## src/rtl/nrisc_mem_port_master_pkg.sv

```systemverilog
// Shared definitions for the DataMEM port master: width defaults, FSM encoding, opcode bit.
package nrisc_mem_port_master_pkg;

  localparam int unsigned TamDefault  = 16;
  localparam int unsigned LmemDefault = 8;

  // Value of req_write that selects a store.
  localparam logic OpStore = 1'b1;

  typedef enum logic [2:0] {
    StIdle  = 3'd0,
    StWr    = 3'd1,
    StRd    = 3'd2,
    StRwait = 3'd3,
    StResp  = 3'd4
  } state_e;

endpackage

```

## src/rtl/nrisc_mem_port_master.sv

```systemverilog
// Core-side initiator for one DataMEM port: accepts one load/store, strobes memory, returns
// read data or a store ack. All outputs come straight from flops.
module nrisc_mem_port_master
  import nrisc_mem_port_master_pkg::*;
#(
  parameter int unsigned TAM    = TamDefault,
  parameter int unsigned Lmem   = LmemDefault,
  parameter int unsigned RD_LAT = 1
) (
  input  logic           clk,
  input  logic           rst,
  input  logic           req_valid,
  output logic           req_ready,
  input  logic           req_write,
  input  logic [TAM-1:0] req_addr,
  input  logic [TAM-1:0] req_wdata,
  output logic           resp_valid,
  input  logic           resp_ready,
  output logic [TAM-1:0] resp_rdata,
  output logic           resp_err,
  output logic [TAM-1:0] dataADDR,
  output logic [TAM-1:0] dataIN,
  input  logic [TAM-1:0] dataOUT,
  output logic           dataLoad,
  output logic           dataWrite
);

  localparam int unsigned CntW = $clog2(RD_LAT) + 1;

  state_e          state_q, state_d;
  logic [CntW-1:0] cnt_q, cnt_d;
  logic [TAM-1:0]  addr_q, addr_d;
  logic [TAM-1:0]  wdata_q, wdata_d;
  logic [TAM-1:0]  rdata_q, rdata_d;
  logic            err_q, err_d;
  logic            load_q, load_d;
  logic            write_q, write_d;
  logic            valid_q, valid_d;
  logic            ready_q, ready_d;
  logic            addr_err;

  assign addr_err = |req_addr[TAM-1:Lmem];

  always_comb begin
    state_d = state_q;
    cnt_d   = cnt_q;
    addr_d  = addr_q;
    wdata_d = wdata_q;
    rdata_d = rdata_q;
    err_d   = err_q;

    unique case (state_q)
      StIdle: begin
        // ready_q gates the accept so the core's view of req_ready is exactly what is honoured.
        if (req_valid && ready_q) begin
          rdata_d = '0;
          err_d   = addr_err;
          if (addr_err) begin
            state_d = StResp;
          end else begin
            addr_d = req_addr;
            if (req_write == OpStore) begin
              wdata_d = req_wdata;
              state_d = StWr;
            end else begin
              state_d = StRd;
            end
          end
        end
      end
      StWr: state_d = StResp;
      StRd: begin
        cnt_d   = CntW'(RD_LAT - 1);
        state_d = StRwait;
      end
      StRwait: begin
        if (cnt_q == '0) begin
          rdata_d = dataOUT;
          state_d = StResp;
        end else begin
          cnt_d = cnt_q - CntW'(1);
        end
      end
      StResp: begin
        if (resp_ready) begin
          state_d = StIdle;
        end
      end
      default: state_d = StIdle;
    endcase

    // Outputs are registered versions of the next-state decode.
    load_d  = (state_d == StRd);
    write_d = (state_d == StWr);
    valid_d = (state_d == StResp);
    ready_d = (state_d == StIdle);
  end

  always_ff @(posedge clk or negedge rst) begin
    if (!rst) begin
      state_q <= StIdle;
      cnt_q   <= '0;
      addr_q  <= '0;
      wdata_q <= '0;
      rdata_q <= '0;
      err_q   <= 1'b0;
      load_q  <= 1'b0;
      write_q <= 1'b0;
      valid_q <= 1'b0;
      ready_q <= 1'b0;
    end else begin
      state_q <= state_d;
      cnt_q   <= cnt_d;
      addr_q  <= addr_d;
      wdata_q <= wdata_d;
      rdata_q <= rdata_d;
      err_q   <= err_d;
      load_q  <= load_d;
      write_q <= write_d;
      valid_q <= valid_d;
      ready_q <= ready_d;
    end
  end

  assign req_ready  = ready_q;
  assign resp_valid = valid_q;
  assign resp_rdata = rdata_q;
  assign resp_err   = err_q;
  assign dataADDR   = addr_q;
  assign dataIN     = wdata_q;
  assign dataLoad   = load_q;
  assign dataWrite  = write_q;

endmodule
```

## config.mk

```make
export PLATFORM = sky130hd
export DESIGN_NAME = nrisc_mem_port_master
export DESIGN_NICKNAME = d
export VERILOG_FILES = /design/src/rtl/nrisc_mem_port_master_pkg.sv /design/src/rtl/nrisc_mem_port_master.sv
export SDC_FILE = /design/constraint.sdc
export NUM_CORES = 1
export LEC_CHECK = 0
export CAP_MARGIN = 5
export CORE_MARGIN = 4
export CORE_UTILIZATION = 30
export CTS_CLUSTER_SIZE = 8
export DETAILED_ROUTE_END_ITERATION = 7
export PLACE_DENSITY = 0.62
export SLEW_MARGIN = 20
export SYNTH_ARGS = -nofsm -noshare
export SYNTH_HDL_FRONTEND = slang
export SYNTH_SLANG_ARGS = --single-unit
```

## constraint.sdc

```tcl
create_clock -name clk -period 3.6 [get_ports clk]
set_input_delay 0.36 -clock clk [delete_from_list [all_inputs] [get_ports clk]]
set_output_delay 0.36 -clock clk [all_outputs]
set_load 0.005 [all_outputs]
```

* After elaboration in Yosys (flattened, before gate mapping)
Cells that the tools add are included.
** Operators by class
- Add/subtract/negate cells :: 1
- Equality and inequality tests :: 9
- Multiplexer cells :: 11
- Bitwise operators :: 1
- Reduce and logical (&&, ||, !) cells :: 10
** Operators by type and width (number)
- 16-bit 2-to-1 mux :: 2
- 16-bit case mux with 2 select lines :: 1
- 3-bit case mux with 5 select lines :: 1
- 3-bit 2-to-1 mux :: 4
- 3-bit by 2-bit equality test with 1-bit output, second input constant :: 3
- 8-bit OR reduction :: 1
- 3-bit by 1-bit equality test with 1-bit output, second input constant :: 2
- 3-bit equality test, second input constant :: 2
- 3-bit logical NOT :: 2
- 3-bit AND reduction :: 2
- 2-bit != test, second input constant :: 2
- 4-bit AND reduction :: 1
- 2-bit nonzero test :: 2
- 2-bit 2-to-1 mux :: 1
- 1-bit case mux with 2 select lines :: 1
- 2-bit AND reduction :: 1
- 1-bit logical AND :: 1
- 1-bit 2-to-1 mux :: 1
- 1-bit inverter :: 1
- 1-bit subtractor, second input constant :: 1
** Word-level totals
- Register bits after elaboration :: 57
- Input port bits :: 53
- Logic and storage cells :: 42

* Logic depth before layout (Yosys ltp)
- Depth after elaboration :: 5
- Gate-level depth with buffers :: 5
- Depth with buffers taken out :: 3

* Worst setup path before layout
OpenSTA, ideal clock, no wires.
- Kind :: input-to-reg
- From :: in req_addr[13]
- To :: reg wdata_q[10], in the netlist dataIN[10]
- Library setup time :: 0.125 ns
- Data arrival time :: 1.936 ns
- Required time :: 3.475 ns
- Path slack :: 1.539 ns
- Cell stages on the path :: 4
- Path buffers :: 1
- Cells stage by stage :: or4_4 nor4_4 buf_8 mux2_4
** On the way
- Cells in the longest elaborated chain, start to end :: 3
** RTL lines
- start: declaration :: RTL line nrisc_mem_port_master.sv:15 : input logic [TAM-1:0] req_addr,
- 8-bit OR reduction :: RTL line nrisc_mem_port_master.sv:42 : assign addr_err = |req_addr[TAM-1:Lmem];
- 1-bit inverter (no source line)
- 4-bit AND reduction (no source line)
- end signal: assignment :: RTL line nrisc_mem_port_master.sv:115 : wdata_q <= wdata_d;
- end: declaration :: RTL line nrisc_mem_port_master.sv:33 : logic [TAM-1:0] wdata_q, wdata_d;
No other way between the ends.
A chain may end at the register's enable or synchronous reset.

* Worst setup path after layout
- From :: in req_addr[13]
- To :: reg addr_q[2], in the netlist dataADDR[2]
** On the way
- Cells in the longest elaborated chain, start to end :: 3
** RTL lines
- 8-bit OR reduction :: RTL line nrisc_mem_port_master.sv:42
- 1-bit inverter (no source line)
- 3-bit AND reduction (no source line)
- end signal: assignment :: RTL line nrisc_mem_port_master.sv:114 : addr_q <= addr_d;
- end: declaration :: RTL line nrisc_mem_port_master.sv:32 : logic [TAM-1:0] addr_q, addr_d;
No other way between the ends.

==> reports/metrics.yaml <==
worst_setup_path:
  r2r_slack_ns: 1.36
  crit_start: "req_addr[13]"
  cp-end-kind: "flip-flop"
  cp.required_ns: 3.81
  r2r-end: "dataADDR[2]$_DFFE_PN0P_"
  reg2reg_depth: 3
  crit_path_max_fanout: 19
  path_class: "in2reg"
  cp-start-kind: "input pin"
  r2r-start: "state_q[1]$_DFF_PN0_"
  worstSetupEndpoint: "dataADDR[2]$_DFFE_PN0P_"
  critPathArrivalTime_ns: 2.59
layout:
  area_growth_pct: 56.5
  multi_input_area_sq_um: 756
  ff_latch_area_sq_um: 1400
  final_layout_size_suffix_gt1_share_pct: 14.6
  layout.nets: 326
  antenna_cells: 0
  nFillCells: 672
synthesis:
  synth_edf_count: 0
  ys_ff_latch: 56
  synthAdderAreaFrac_pct: 0
  synthesis.nets: 219
  synth_top_cell_area_share_pct: 63.4
  synth_area_leaders: "dfrtp_1 (63%), mux2_4 (11%), nand2_1 (5.4%), o21ai_0 (4.1%), mux2_2 (4.1%)"
  async_flop_share_pct: 100
  synth_seq_area_share_pct: 63.4
  synthSimpleGateAreaFrac_pct: 13.8
  synth_top_flop_cell: "dfrtp_1"
  synth_mux_area_share_pct: 15.4
  synth_area_leader_cell: "dfrtp_1"
  yosys.area_share.xor_xnor_pct: 0
  synth_top_family_by_area: "multiplexers"
  synth_compound_area_share_pct: 5.04
  avgSynthCellArea_sq_um: 13.3
  syn_inst: 166
  yosys_warnings: 0
  syn_area_sq_um: 2210
  ys_types: 26
detailed_routing:
  drc: 0
  drt-total-wl_mm: 5.18
  routedWlPerCell_um: 13.9
  dr.pass1.iters: 4
  drt_iter0_drc: 60
  antenna_left: 0
  dr_total_vias: 1613
  via_per_inst: 4.32
worst_hold_path:
  hold_class: "in2async"
timing:
  tightest_slew_ns: 0.917
  fmax_ghz: 0.420
  post-route-period-util_pct: 66.2
  hold_viol: 0
  rsz0062_at_grt: "false"
  setup_viol: 0
  fin_tns_setup_ns: 0
  slew_headroom_pct: 38.6
  post-route-min-period_ns: 2.38
  slew_viol_final: 0
  clock_skew_ns: 0.00854
floorplanning:
  die-area_sq_um: 8800
  die_w_um: 93.8
  die_h_um: 93.8
  initial_utilization_pct: 30.6
  num_io_pins: 106
  core.rowCount: 31
  core_area_sq_um: 7210
power_and_ir_drop:
  p_leak_nw: 1.51
  power_mw: 1.25
  irDropWorstVdd_mv: 0.184
  power_density_nw_per_um2: 362
global_route:
  grt_usage_pct: 11.8
  grt_pass1_wl_mm: 8.14
  grt_overflow: 0
  first_global_vias: 1698
  grt_antenna_before_repair: 0
  grt_max_degree: 31
cts:
  hold_buffers: 0
  clk_latency_ns: 0.31
  post_cts_buffers: 0
  cts_tree: "built"
  ctsRootBufferMaster: "clkbuf_8"
  htree_num_levels: 2
  clk_pin_slew_worst_paths_ns: 0.10
  cts_buffers: 5
  cts_resized: 0
  clock_path_buffers: 2
  clock_sinks: 56
run_status:
  status: "finished, final reports clean"
place:
  portBuffers: 105
  gp_congestion: 0.733
  dp_hpwl_mm: 3.81
run:
  cap_viol_max_count: 0
-- final cells by class --
class                   instances  area share (%)
clock buffers                   5            1.99
clock inverters                 3            1.34
multi-input cells             103            21.9
flip-flops and latches         56            40.5
well taps                      99            3.58
repair buffers                107            30.7
-- through the flow --
stage                     hold slack (ns)  cell area, sq um  utilization, %  setup WS (ns)  std cells
final                              0.0553              3460            47.9           1.22        373
after CTS                          0.0754              3460            47.9           1.21        373
after global routing               0.0895              3460            47.9           1.15        373
after detailed placement            0.423              3340            46.3          0.863        365
after floorplan                    0.0644              2210               -           1.54        166
after global placement              0.429              3340            46.3          0.870        365
-- Yosys cell counts, types with 2 or more instances --
| library cell | n |
|---|---|
| dfrtp_1 | 56 |
| nand2_1 | 32 |
| o21ai_0 | 18 |
| mux2_4 | 16 |
| and2_1 | 8 |
| mux2_2 | 8 |
| clkbuf_1 | 4 |
| nor2_1 | 3 |
| buf_6 | 2 |
| nand3b_1 | 2 |
| or4_4 | 2 |
-- per-layer routing --
metal,wire length (um),GRT usage [%],vias up
li1,-,-,771
met5,0,0,-
met1,2100,13.8,776
met2,2580,20.1,54
met4,113,4.09,0
met3,389,4.09,12
-- worst max-delay path, cell delays in order --
cell and delay (ns):
clkdlybuf4s50_1 0.39, or4_4 0.56, or4_1 0.85, mux2_4 0.42
-- worst min path at each step --
stage	to	slack [ns]	cells after the start
after floorplan	dataADDR[0]$_DFFE_PN0P_	0.06	0
final	resp_rdata[14]$_DFFE_PN0P_	0.06	1
after global placement	resp_rdata[14]$_DFFE_PN0P_	0.43	1
after global routing	resp_rdata[14]$_DFFE_PN0P_	0.09	1
after CTS	resp_rdata[14]$_DFFE_PN0P_	0.08	1
after detailed placement	resp_rdata[14]$_DFFE_PN0P_	0.42	1
-- where the power goes --
part | switching, mW | leakage, nW | internal [mW]
clock | 0.206 | 0.0548 | 0.210
sequential | 0.0196 | 0.770 | 0.651
combinational | 0.0603 | 0.686 | 0.105
total | 0.285 | 1.51 | 0.965
-- sequential cells by signal, indices dropped and copies added (netlist names) --
signal,count
state_q,3
dataIN,16
dataLoad,1
dataADDR,16
resp_err,1
resp_valid,1
req_ready,1
resp_rdata,16
dataWrite,1
-- cells by family after synthesis --
kind of cell	Yosys count
buffers and inverters	7
DFF	56
muxes	25
and+or+nand+nor	57
AOI/OAI and AO/OA	21
-- cell usage in the layout (no fill, tap or decap), types with 2 or more instances in the layout --
cell type,netlist,layout
clkdlybuf4s50_1,0,104
nor2_1,3,3
or4_4,2,2
mux2_4,16,16
o21ai_0,18,18
and2_1,8,8
buf_4,0,2
nand3b_1,2,2
mux2_2,8,8
clkbuf_8,0,5
dfrtp_1,56,56
nand2_1,32,32
Power figures use the tool's default switching activity.
